===== config.mk =====
export PLATFORM = sky130hd
export DESIGN_NAME = mdu_seq_flat
export DESIGN_NICKNAME = d
export VERILOG_FILES = /design/src/rtl/mdu_seq_if.sv /design/src/rtl/mdu_seq.sv /design/src/flat_wrapper.sv
export SDC_FILE = /design/constraint.sdc
export NUM_CORES = 1
export LEC_CHECK = 0
export ABC_AREA = 1
export CORE_ASPECT_RATIO = 0.75
export CORE_MARGIN = 2
export CORE_UTILIZATION = 36
export DETAILED_ROUTE_END_ITERATION = 10
export PLACE_DENSITY = 0.58
export SYNTH_ARGS = -nofsm -noshare
export SYNTH_HDL_FRONTEND = slang
export SYNTH_SLANG_ARGS = --single-unit

===== constraint.sdc =====
create_clock -name clk -period 4.45 [get_ports clk]
set_clock_uncertainty 0.15 [all_clocks]
set_input_delay 0.445 -clock clk [delete_from_list [all_inputs] [get_ports clk]]
set_output_delay 0.445 -clock clk [all_outputs]
set_load 0.03 [all_outputs]

===== src/rtl/mdu_seq_if.sv =====
// Request/response bundle between an issuing pipeline and the sequential multiply/divide unit.
interface mdu_seq_if #(
    parameter int XLEN = 32
);
    logic            start;
    logic [2:0]      op;
    logic [XLEN-1:0] rs1;
    logic [XLEN-1:0] rs2;
    logic            kill;
    logic            busy;
    logic            done;
    logic [XLEN-1:0] result;

    modport master (output start, op, rs1, rs2, kill, input busy, done, result);
    modport slave  (input start, op, rs1, rs2, kill, output busy, done, result);
endinterface


===== src/rtl/mdu_seq.sv =====
// Sequential RISC-V M-extension unit: radix-2 shift-add multiply and restoring divide, one bit per cycle.
// Optional macro MDU_EARLY_OUT_EN: zero-operand multiplies, divide-by-zero and signed overflow finish in one cycle.
module mdu_seq #(
    parameter int XLEN = 32
) (
    input logic      clk,
    input logic      rst_n,
    mdu_seq_if.slave bus
);
    typedef enum logic [1:0] {
        IDLE = 2'd0,
        CALC = 2'd1,
        FIX  = 2'd2,
        DONE = 2'd3
    } state_t;

    localparam logic [2:0]      OP_MUL    = 3'd0;
    localparam logic [2:0]      OP_MULH   = 3'd1;
    localparam logic [2:0]      OP_MULHSU = 3'd2;
    localparam logic [2:0]      OP_MULHU  = 3'd3;
    localparam logic [2:0]      OP_DIV    = 3'd4;
    localparam logic [2:0]      OP_DIVU   = 3'd5;
    localparam logic [2:0]      OP_REM    = 3'd6;
    localparam logic [2:0]      OP_REMU   = 3'd7;
    localparam logic [XLEN-1:0] ZERO      = {XLEN{1'b0}};
    localparam logic [XLEN-1:0] ONES      = {XLEN{1'b1}};
    localparam logic [5:0]      CNT_INIT  = 6'(XLEN - 1);

    state_t            state_r, state_nx_s;
    logic [2:0]        op_r;
    logic [XLEN-1:0]   opb_r;      // multiplicand for multiplies, divisor for divides
    logic [2*XLEN-1:0] prod_r;
    logic [XLEN:0]     rem_r;
    logic [XLEN-1:0]   quo_r;
    logic [5:0]        cnt_r;
    logic              neg_res_r, neg_rem_r, div0_r;
    logic              busy_r, done_r;
    logic [XLEN-1:0]   result_r;

    logic              accept_s, is_div_s, sgn1_s, sgn2_s, neg1_s, neg2_s;
    logic [XLEN-1:0]   mag1_s, mag2_s;
    logic              early_s;
    logic [XLEN-1:0]   early_res_s;
    logic [XLEN:0]     mul_sum_s;
    logic [XLEN+1:0]   rem_sh_s, rem_sub_s;
    logic [2*XLEN-1:0] prod_fix_s;
    logic [XLEN-1:0]   quo_fix_s, rem_fix_s, fix_res_s;
    logic              busy_s, done_s;

    assign accept_s   = bus.start && !bus.kill && (state_r == IDLE || state_r == DONE);
    assign bus.busy   = busy_r;
    assign bus.done   = done_r;
    assign bus.result = result_r;

    // Operand sign decode and magnitude conversion at the request boundary
    always_comb begin
        is_div_s = bus.op[2];
        sgn1_s   = 1'b0;
        sgn2_s   = 1'b0;
        case (bus.op)
            OP_MULH, OP_DIV, OP_REM: begin
                sgn1_s = 1'b1;
                sgn2_s = 1'b1;
            end
            OP_MULHSU: begin
                sgn1_s = 1'b1;
                sgn2_s = 1'b0;
            end
            default: begin
                sgn1_s = 1'b0;
                sgn2_s = 1'b0;
            end
        endcase
        neg1_s = sgn1_s & bus.rs1[XLEN-1];
        neg2_s = sgn2_s & bus.rs2[XLEN-1];
        if (neg1_s) mag1_s = ZERO - bus.rs1;
        else        mag1_s = bus.rs1;
        if (neg2_s) mag2_s = ZERO - bus.rs2;
        else        mag2_s = bus.rs2;
    end

    // Short-circuit detection for trivially known results
    always_comb begin
        early_s     = 1'b0;
        early_res_s = ZERO;
`ifdef MDU_EARLY_OUT_EN
        if (is_div_s) begin
            if (bus.rs2 == ZERO) begin
                early_s = 1'b1;
                if (bus.op[1]) early_res_s = bus.rs1;
                else           early_res_s = ONES;
            end else if (!bus.op[0] && bus.rs1 == {1'b1, {(XLEN-1){1'b0}}} && bus.rs2 == ONES) begin
                early_s = 1'b1;
                if (bus.op[1]) early_res_s = ZERO;
                else           early_res_s = bus.rs1;
            end else begin
                early_s     = 1'b0;
                early_res_s = ZERO;
            end
        end else if (bus.rs1 == ZERO || bus.rs2 == ZERO) begin
            early_s     = 1'b1;
            early_res_s = ZERO;
        end else begin
            early_s     = 1'b0;
            early_res_s = ZERO;
        end
`endif
    end

    // Per-iteration datapath and final sign fix-up / result select
    always_comb begin
        if (prod_r[0]) mul_sum_s = {1'b0, prod_r[2*XLEN-1:XLEN]} + {1'b0, opb_r};
        else           mul_sum_s = {1'b0, prod_r[2*XLEN-1:XLEN]};
        rem_sh_s  = {rem_r, quo_r[XLEN-1]};
        rem_sub_s = rem_sh_s - {2'b00, opb_r};
        if (neg_res_r) prod_fix_s = {(2*XLEN){1'b0}} - prod_r;
        else           prod_fix_s = prod_r;
        // Divide by zero keeps an all-ones quotient regardless of dividend sign
        if (div0_r)         quo_fix_s = ONES;
        else if (neg_res_r) quo_fix_s = ZERO - quo_r;
        else                quo_fix_s = quo_r;
        if (neg_rem_r) rem_fix_s = ZERO - rem_r[XLEN-1:0];
        else           rem_fix_s = rem_r[XLEN-1:0];
        case (op_r)
            OP_MUL:                      fix_res_s = prod_fix_s[XLEN-1:0];
            OP_MULH, OP_MULHSU, OP_MULHU: fix_res_s = prod_fix_s[2*XLEN-1:XLEN];
            OP_DIV, OP_DIVU:             fix_res_s = quo_fix_s;
            OP_REM, OP_REMU:             fix_res_s = rem_fix_s;
            default:                     fix_res_s = ZERO;
        endcase
    end

    // FSM state register and registered status outputs
    always_ff @(posedge clk or negedge rst_n) begin
        if (!rst_n) begin
            state_r <= IDLE;
            busy_r  <= 1'b0;
            done_r  <= 1'b0;
        end else begin
            state_r <= state_nx_s;
            busy_r  <= busy_s;
            done_r  <= done_s;
        end
    end

    // FSM next-state logic; kill always wins over start
    always_comb begin
        state_nx_s = state_r;
        case (state_r)
            IDLE, DONE: begin
                if (accept_s) state_nx_s = early_s ? DONE : CALC;
                else          state_nx_s = IDLE;
            end
            CALC: begin
                if (bus.kill)              state_nx_s = IDLE;
                else if (cnt_r == 6'd0)    state_nx_s = FIX;
                else                       state_nx_s = CALC;
            end
            FIX: begin
                if (bus.kill) state_nx_s = IDLE;
                else          state_nx_s = DONE;
            end
            default: state_nx_s = IDLE;
        endcase
    end

    // FSM output decode, registered alongside the state
    always_comb begin
        busy_s = (state_nx_s == CALC) || (state_nx_s == FIX);
        done_s = (state_nx_s == DONE);
    end

    // Operand capture, one-bit iteration and result update
    always_ff @(posedge clk or negedge rst_n) begin
        if (!rst_n) begin
            op_r      <= 3'd0;
            opb_r     <= ZERO;
            prod_r    <= {(2*XLEN){1'b0}};
            rem_r     <= {(XLEN+1){1'b0}};
            quo_r     <= ZERO;
            cnt_r     <= 6'd0;
            neg_res_r <= 1'b0;
            neg_rem_r <= 1'b0;
            div0_r    <= 1'b0;
            result_r  <= ZERO;
        end else if (accept_s) begin
            op_r      <= bus.op;
            cnt_r     <= CNT_INIT;
            neg_res_r <= neg1_s ^ neg2_s;
            neg_rem_r <= neg1_s;
            div0_r    <= is_div_s && (bus.rs2 == ZERO);
            rem_r     <= {(XLEN+1){1'b0}};
            if (is_div_s) begin
                opb_r  <= mag2_s;
                quo_r  <= mag1_s;
                prod_r <= {(2*XLEN){1'b0}};
            end else begin
                opb_r  <= mag1_s;
                quo_r  <= ZERO;
                prod_r <= {ZERO, mag2_s};
            end
            if (early_s) result_r <= early_res_s;
            else         result_r <= result_r;
        end else if (state_r == CALC && !bus.kill) begin
            if (cnt_r != 6'd0) cnt_r <= cnt_r - 6'd1;
            else               cnt_r <= cnt_r;
            if (op_r[2]) begin
                quo_r <= {quo_r[XLEN-2:0], ~rem_sub_s[XLEN+1]};
                if (!rem_sub_s[XLEN+1]) rem_r <= rem_sub_s[XLEN:0];
                else                    rem_r <= rem_sh_s[XLEN:0];
            end else begin
                prod_r <= {mul_sum_s, prod_r[XLEN-1:1]};
            end
        end else if (state_r == FIX && !bus.kill) begin
            result_r <= fix_res_s;
        end else begin
            result_r <= result_r;
        end
    end
endmodule

===== src/flat_wrapper.sv =====
// flat-port wrapper written by rule: the top's interface ports become plain ports
module mdu_seq_flat 
#(
    parameter int XLEN = 32
)
  (clk, rst_n, bus_start, bus_op, bus_rs1, bus_rs2, bus_kill, bus_busy, bus_done, bus_result);
  mdu_seq_if #(.XLEN(XLEN)) bus_i ();
  input logic clk;
  input logic rst_n;
  input wire logic [$bits(bus_i.start)-1:0] bus_start;
  input wire logic [$bits(bus_i.op)-1:0] bus_op;
  input wire logic [$bits(bus_i.rs1)-1:0] bus_rs1;
  input wire logic [$bits(bus_i.rs2)-1:0] bus_rs2;
  input wire logic [$bits(bus_i.kill)-1:0] bus_kill;
  output wire logic [$bits(bus_i.busy)-1:0] bus_busy;
  output wire logic [$bits(bus_i.done)-1:0] bus_done;
  output wire logic [$bits(bus_i.result)-1:0] bus_result;
  assign bus_i.start = bus_start;
  assign bus_i.op = bus_op;
  assign bus_i.rs1 = bus_rs1;
  assign bus_i.rs2 = bus_rs2;
  assign bus_i.kill = bus_kill;
  assign bus_busy = bus_i.busy;
  assign bus_done = bus_i.done;
  assign bus_result = bus_i.result;
  mdu_seq #(.XLEN(XLEN)) u_core (.clk(clk), .rst_n(rst_n), .bus(bus_i));
endmodule

# == Word level (Yosys, flattened, before mapping) ==
# Cells that the tools add are included.
# totals
register_bits,209
in_bits,71
out_inout_bits,34
elab_cells,102
# op_classes
addsub,8
eq_ne,18
muxes,31
bitwise_logic,6
n_reduce_logical,26
# ops
operator,count
32-bit two-way mux,11
64-bit two-way mux,4
33-bit two-way mux,5
32-bit one-hot mux with 4 select lines,1
"1-bit by 32-bit subtractor with 32-bit output, first input constant",4
"1-bit by 64-bit subtractor with 64-bit output, first input constant",1
34-bit by 32-bit subtractor with 34-bit output,1
32-bit by 32-bit adder with 33-bit output,1
32-bit logical NOT,1
"3-bit equality test, second input constant",6
6-bit two-way mux,3
"3-bit by 2-bit equality test with 1-bit output, second input constant",3
"2-bit equality test, second input constant",4
"3-bit by 1-bit equality test with 1-bit output, second input constant",2
6-bit logical NOT,1
2-bit two-way mux,3
2-bit one-hot mux with 3 select lines,1
2-bit AND reduction,3
2-bit nonzero test,3
6-bit nonzero test,1
2-bit OR reduction,3
3-bit OR reduction,2
"6-bit by 1-bit subtractor with 6-bit output, second input constant",1
1-bit logical AND,5
12 further kinds,19

# == Longest topological paths before layout ==
# depth
depth_word,7
ltp_mapped,18
ltp_nobuf,17

# == Least setup slack after synthesis ==
# Ideal clock, no wire load.
# synth_path
path_type,reg2reg
start,reg u_core.prod_r[0]
end,reg u_core.result_r[16] (netlist: u_core.bus.result[16])
setup_time_ps,113
arrival_time_ps,1919
required_ps,4187
slack_ps,2269
stages_incl_launch_ff,15
path_buffers,1
period_less_slack_ps,2181
path_cell_list,dfrtp_1 inv_2 clkbuf_1 ha_1 nand3_2 nor2_2 nand3_1 nand2_1 o21ai_0 inv_1 nand3_1 nand3_1 nand3b_1 nand2_1 inv_1
# synth_via
elab_chain_len,3
# synth_rtl
item,line_no,text
from (decl),mdu_seq.sv:32,logic [2*XLEN-1:0] prod_r;
from (signal assigned),mdu_seq.sv:178,prod_r <= {(2*XLEN){1'b0}};
from (signal assigned),mdu_seq.sv:196,prod_r <= {(2*XLEN){1'b0}};
from (signal assigned),mdu_seq.sv:200,"prod_r <= {ZERO, mag2_s};"
1-bit by 64-bit subtractor with 64-bit output,mdu_seq.sv:116,if (neg_res_r) prod_fix_s = {(2*XLEN){1'b0}} - prod_r;
64-bit two-way mux,mdu_seq.sv:116,
32-bit one-hot mux with 4 select lines,mdu_seq.sv:124,case (op_r)
to (signal assigned),mdu_seq.sv:202,if (early_s) result_r <= early_res_s;
to (signal assigned),mdu_seq.sv:203,else result_r <= result_r;
to (signal assigned),mdu_seq.sv:215,result_r <= fix_res_s;
to (decl),mdu_seq.sv:38,logic [XLEN-1:0] result_r;
# Every way passes these cells.
# A chain may end at the register's enable or synchronous reset.

# == Final worst setup path ==
# layout_path
start,reg u_core.opb_r[31]
end,reg u_core.quo_r[0]
# layout_via
elab_chain_len,5
# layout_rtl
item,line_no,text
from (decl),mdu_seq.sv:31,logic [XLEN-1:0] opb_r;
from (signal assigned),mdu_seq.sv:194,opb_r <= mag2_s;
from (signal assigned),mdu_seq.sv:198,opb_r <= mag1_s;
34-bit by 32-bit subtractor with 34-bit output,mdu_seq.sv:115,"rem_sub_s = rem_sh_s - {2'b00, opb_r};"
1-bit inverter,mdu_seq.sv:208,"quo_r <= {quo_r[XLEN-2:0], ~rem_sub_s[XLEN+1]};"
32-bit two-way mux,mdu_seq.sv:207,if (op_r[2]) begin
32-bit two-way mux,mdu_seq.sv:204,end else if (state_r == CALC && !bus.kill) begin
32-bit two-way mux,mdu_seq.sv:186,end else if (accept_s) begin
to (signal assigned),mdu_seq.sv:195,quo_r <= mag1_s;
to (signal assigned),mdu_seq.sv:208,
to (decl),mdu_seq.sv:34,logic [XLEN-1:0] quo_r;
# Every way passes these cells. The select of a mux whose other input is x is not followed.

==> flow_results.org <==
** Floorplanning
- In this run the horizontal extent of the chip is between 200 and 300 um.
- Die Ht :: about 210 um
- In this run the count of I/O pins placed on the die edge is 105.
- For this configuration, the core starts out at a cell density of 0.363.
- Row generation in the floorplan step produced between 70 and 80 rows.
- Total Die Area :: 58300 um2
- The core region is between 50000 and 60000 um2.

** Power
- Total power per unit cell area :: about 470 nW/um2
- The analysis attributes to cell leakage a power of 11.6 nW.
- Highest ir drop seen on vdd :: 0.261 mV

** Clock network
- Clock tree synthesis inserted a total of 24 buffers.
- The tree built by TritonCTS fans out to around 210 sinks.
- CTS tree :: built
- After clock tree synthesis, the clock-pin slew on the worst setup and hold paths is around 0.07 ns.
- Post-cts hold buffer count :: 1
- The number of gates resized after CTS was 0.
- Buffers added to address setup during post-CTS repair amount to 0.
- The cell sitting at the root of the clock tree is a clkbuf_16.
- Latest clock arrival within the worst-skew pair :: approximately 0.56 ns
- Maximum count of clock buffers along a single path :: 3
- CTS built an H-tree with a depth of 1.

** Worst hold path
- The worst hold path was traced through 2 stages.
- Hold endpoint :: u_core.bus.result[10]
- Worst min-delay path startpoint :: u_core.bus.result[10]
- Min-Delay Path Class :: register to register

** Worst setup path
- Largest incremental delay on the critical path :: 0.56 ns
- The setup path with the least slack is of type register to register.
- Launching instance or port of the critical path :: u_core.opb_r[31]
- On the critical path, the stage with the largest delay is an instance of dfrtp_1.
- Along the worst path, the maximum fanout reaches 22.
- Worst path arrival time :: between 3 and 4 ns
- The signal on the critical path passes through inv_1 -> ha_1 -> inv_1 -> nor3_1 -> o21ai_0 -> nand2_1 -> a21oi_4 -> nand3_2 -> buf_4 -> nand2_4 -> nand2_1 -> o211ai_1.
- STA puts the critical path data required time at 4.72 ns.
- Across all register-to-register paths, the minimum setup slack is 1.21 ns.
- Measured in cells, the most critical reg-to-reg path has a length of 12.
- In this run the critical register-to-register path is captured at u_core.quo_r[0].
- STA classifies the critical path startpoint as a register.
- In this run the critical register-to-register path is launched from u_core.opb_r[31].
- The worst setup path is captured at a register.

** GRT
- For this run, the total global-route usage over all layers was measured as 0.304.
- Global routing finished with a remaining overflow of 0.
- Global-route wire length before repair :: ~130000 um
- Number of global-route vias before repair :: approximately 21000
- Entering global routing, the biggest net connects between 80 and 90 pins.
- The number of antenna violations at the first check in global routing is 7.

** Finish
- Layout cell share with drive strength beyond 1 :: 0.0436
- The library cells used most frequently in the layout, excluding fill and tap cells, are 1010 x nand2_1, 407 x inv_1, 393 x nand3_1, 372 x nor2_1, 208 x dfrtp_1.
- Area added between synthesis and finish :: 13.1%
- Fill cell total of the finished layout :: a little over 6000
- After the last flow step, the layout net total stands at about 3600.
- Measured on the finished design, the core utilization comes to 0.411.
- The library cell used most frequently in the layout, excluding fill and tap cells, is nand2_1.

** Synthesis
- Synth top area share :: 0.258
- The largest total area in the synthesized netlist belongs to dfrtp_1.
- Cells after Synth :: 3356
- Post-synthesis sequential element count :: between 200 and 250
- Counting every net in the synthesized netlist gives between 3000 and 4000.
- Number of warnings issued by yosys :: 0
- Of all flip-flops after synthesis, the portion carrying an async set or reset was 1.00.
- Counting distinct cell types in the post-synthesis netlist gives 52.
- Main flop type after synthesis :: dfrtp_1
- Average cell area after synthesis :: between 6 and 7 um2
- Number of enable-type register cells in the synthesized netlist :: 0
- Summing every instance area after synthesis gives between 20000 and 25000 um2.
- Sequential-to-total area share from yosys stat :: 0.258
- Top area cells in the synthesized netlist :: dfrtp_1 26%, nand2_1 19%, nand3_1 9.7%

** Timing
- Final setup TNS :: 0 ns
- Setup repair after global routing missed its margin :: false
- The final-report max-slew violation count is 0.
- Actual slew at the worst max-slew pin :: about 1.3 ns
- Dividing the final minimum period by the clock period gives 0.727.
- Final setup violating endpoints :: 0
- Slew Limit Headroom :: 0.158
- Fin crit period :: ~3.2 ns
- Final-report hold violation count :: 0
- Static timing analysis puts the maximum clock frequency at between 300 and 400 MHz.

** Placed design
- Once detailed placement completed, the half-perimeter wirelength came to 74300 um.
- At the end of routability-driven placement, the weighted congestion stood at approximately 1.1.
- Input/output buffers :: about 100

** Drt
- Total length of routed wires :: a little over 90000 um
- Antenna Violating Nets Remaining :: 0
- For this block, the initial DRC count from the detailed router was between 3000 and 4000.
- Mean routed wirelength per cell :: 21.7 um
- Detailed routing inserted a total of 23300 vias.
- For this run, design rule violations remaining after detail routing come to 0.
- The pre-antenna-repair detailed-routing pass consisted of 8 iterations.
- In the routed layout, each cell is associated on average with a via count of ~5.6.

** Run
- The tool flagged a number of max-cap violations equal to 0.

** Status
- Run status :: finished, final reports clean
per-stage QoR:
step	hold slack (ns)	worst slack (ns)	cell area [um2]	instances	power [mW]
2_1_floorplan	-0.000591	2.27	20300	3356	6.17
3_3_place_gp	0.315	1.05	22100	4124	8.25
3_5_place_dp	0.323	1.05	22100	4124	8.22
4_1_cts	0.335	1.34	22900	4169	10.5
5_1_grt	0.351	1.02	22900	4169	11.3
6_report	0.336	1.21	23000	4171	10.7
report_power, final:
group          total (mW)  internal [mW]  switching, mW
logic                5.42           1.59           3.83
clock network        2.22           1.32          0.903
registers            3.08           2.26          0.818
cell families (layout without fill, tap and decap cells):
family / count (synthesis) / count (layout) / synth area share
AO/OA/AOI/OAI: 519 / 519 / 0.151
XOR/XNOR: 85 / 85 / 0.0367
adder cells (fa/ha/maj): 75 / 75 / 0.0470
buffers and inverters: 522 / 604 / 0.102
flip-flops: 209 / 209 / 0.258
other: 0 / 2 / 0
AND/OR/NAND/NOR: 1946 / 1946 / 0.406
cell usage after synthesis (9+ instances only):
master,number
inv_2,9
o211ai_1,34
buf_2,32
clkbuf_1,51
nand3_1,393
inv_1,407
nor2_1,377
xor2_1,65
o221ai_1,41
o21bai_1,11
xnor2_1,20
o21ai_0,184
o21ai_1,17
a21oi_1,157
nor3_1,34
or2_2,20
nand3b_1,19
nand4_1,52
dfrtp_1,209
ha_1,73
nand2_1,1010
a22oi_1,32
layer usage:
| layer | vias up | routed length, um | GRT usage | part of all wire |
|---|---|---|---|---|
| met5 | - | 30 | 0 | 0.00033 |
| met4 | 6 | 2320 | 0.0701 | 0.026 |
| met3 | 111 | 12900 | 0.104 | 0.14 |
| met2 | 1313 | 33000 | 0.385 | 0.36 |
| met1 | 10800 | 42300 | 0.478 | 0.47 |
| li1 | 11100 | - | - | - |
flip-flops by register name, summed over array words and instances (netlist names):
| signal | count |
|---|---|
| u_core.state_r | 2 |
| u_core.div0_r | 1 |
| u_core.prod_r | 64 |
| u_core.bus.busy | 1 |
| u_core.bus.result | 32 |
| u_core.neg_rem_r | 1 |
| u_core.op_r | 3 |
| u_core.opb_r | 32 |
| u_core.cnt_r | 6 |
| u_core.neg_res_r | 1 |
| u_core.bus.done | 1 |
| u_core.rem_r | 33 |
| u_core.quo_r | 32 |
critical path: cells and delay by family, from the launching register on:
kind            cells  cell delay, ns
buf+inv             3            0.52
compound gates      3            0.34
fa+ha+maj           1            0.41
simple gates        5            1.10
flops               1            0.56
final cells by class:
class | count | area, um2 | area share
multi-input cells | 2625 | 13000 | 0.567
flip-flops and latches | 209 | 5230 | 0.228
inverters | 421 | 1580 | 0.0688
repair buffers | 139 | 1340 | 0.0582
well taps | 731 | 915 | 0.0398
clock buffers | 32 | 681 | 0.0297
clock inverters | 12 | 190 | 0.00829
diodes | 2 | 5.00 | 0.000218
how the worst max path moves through the flow:
stage	endpoint	slack, ns	depth (start not counted)
after floorplan	u_core.bus.result[16]	2.27	14
after global placement	u_core.rem_r[0]	1.05	10
after detailed placement	u_core.rem_r[0]	1.05	10
after CTS	u_core.quo_r[0]	1.34	12
after global routing	u_core.rem_r[13]	1.02	12
final	u_core.quo_r[0]	1.21	12
(Power assumes the default switching activity.)
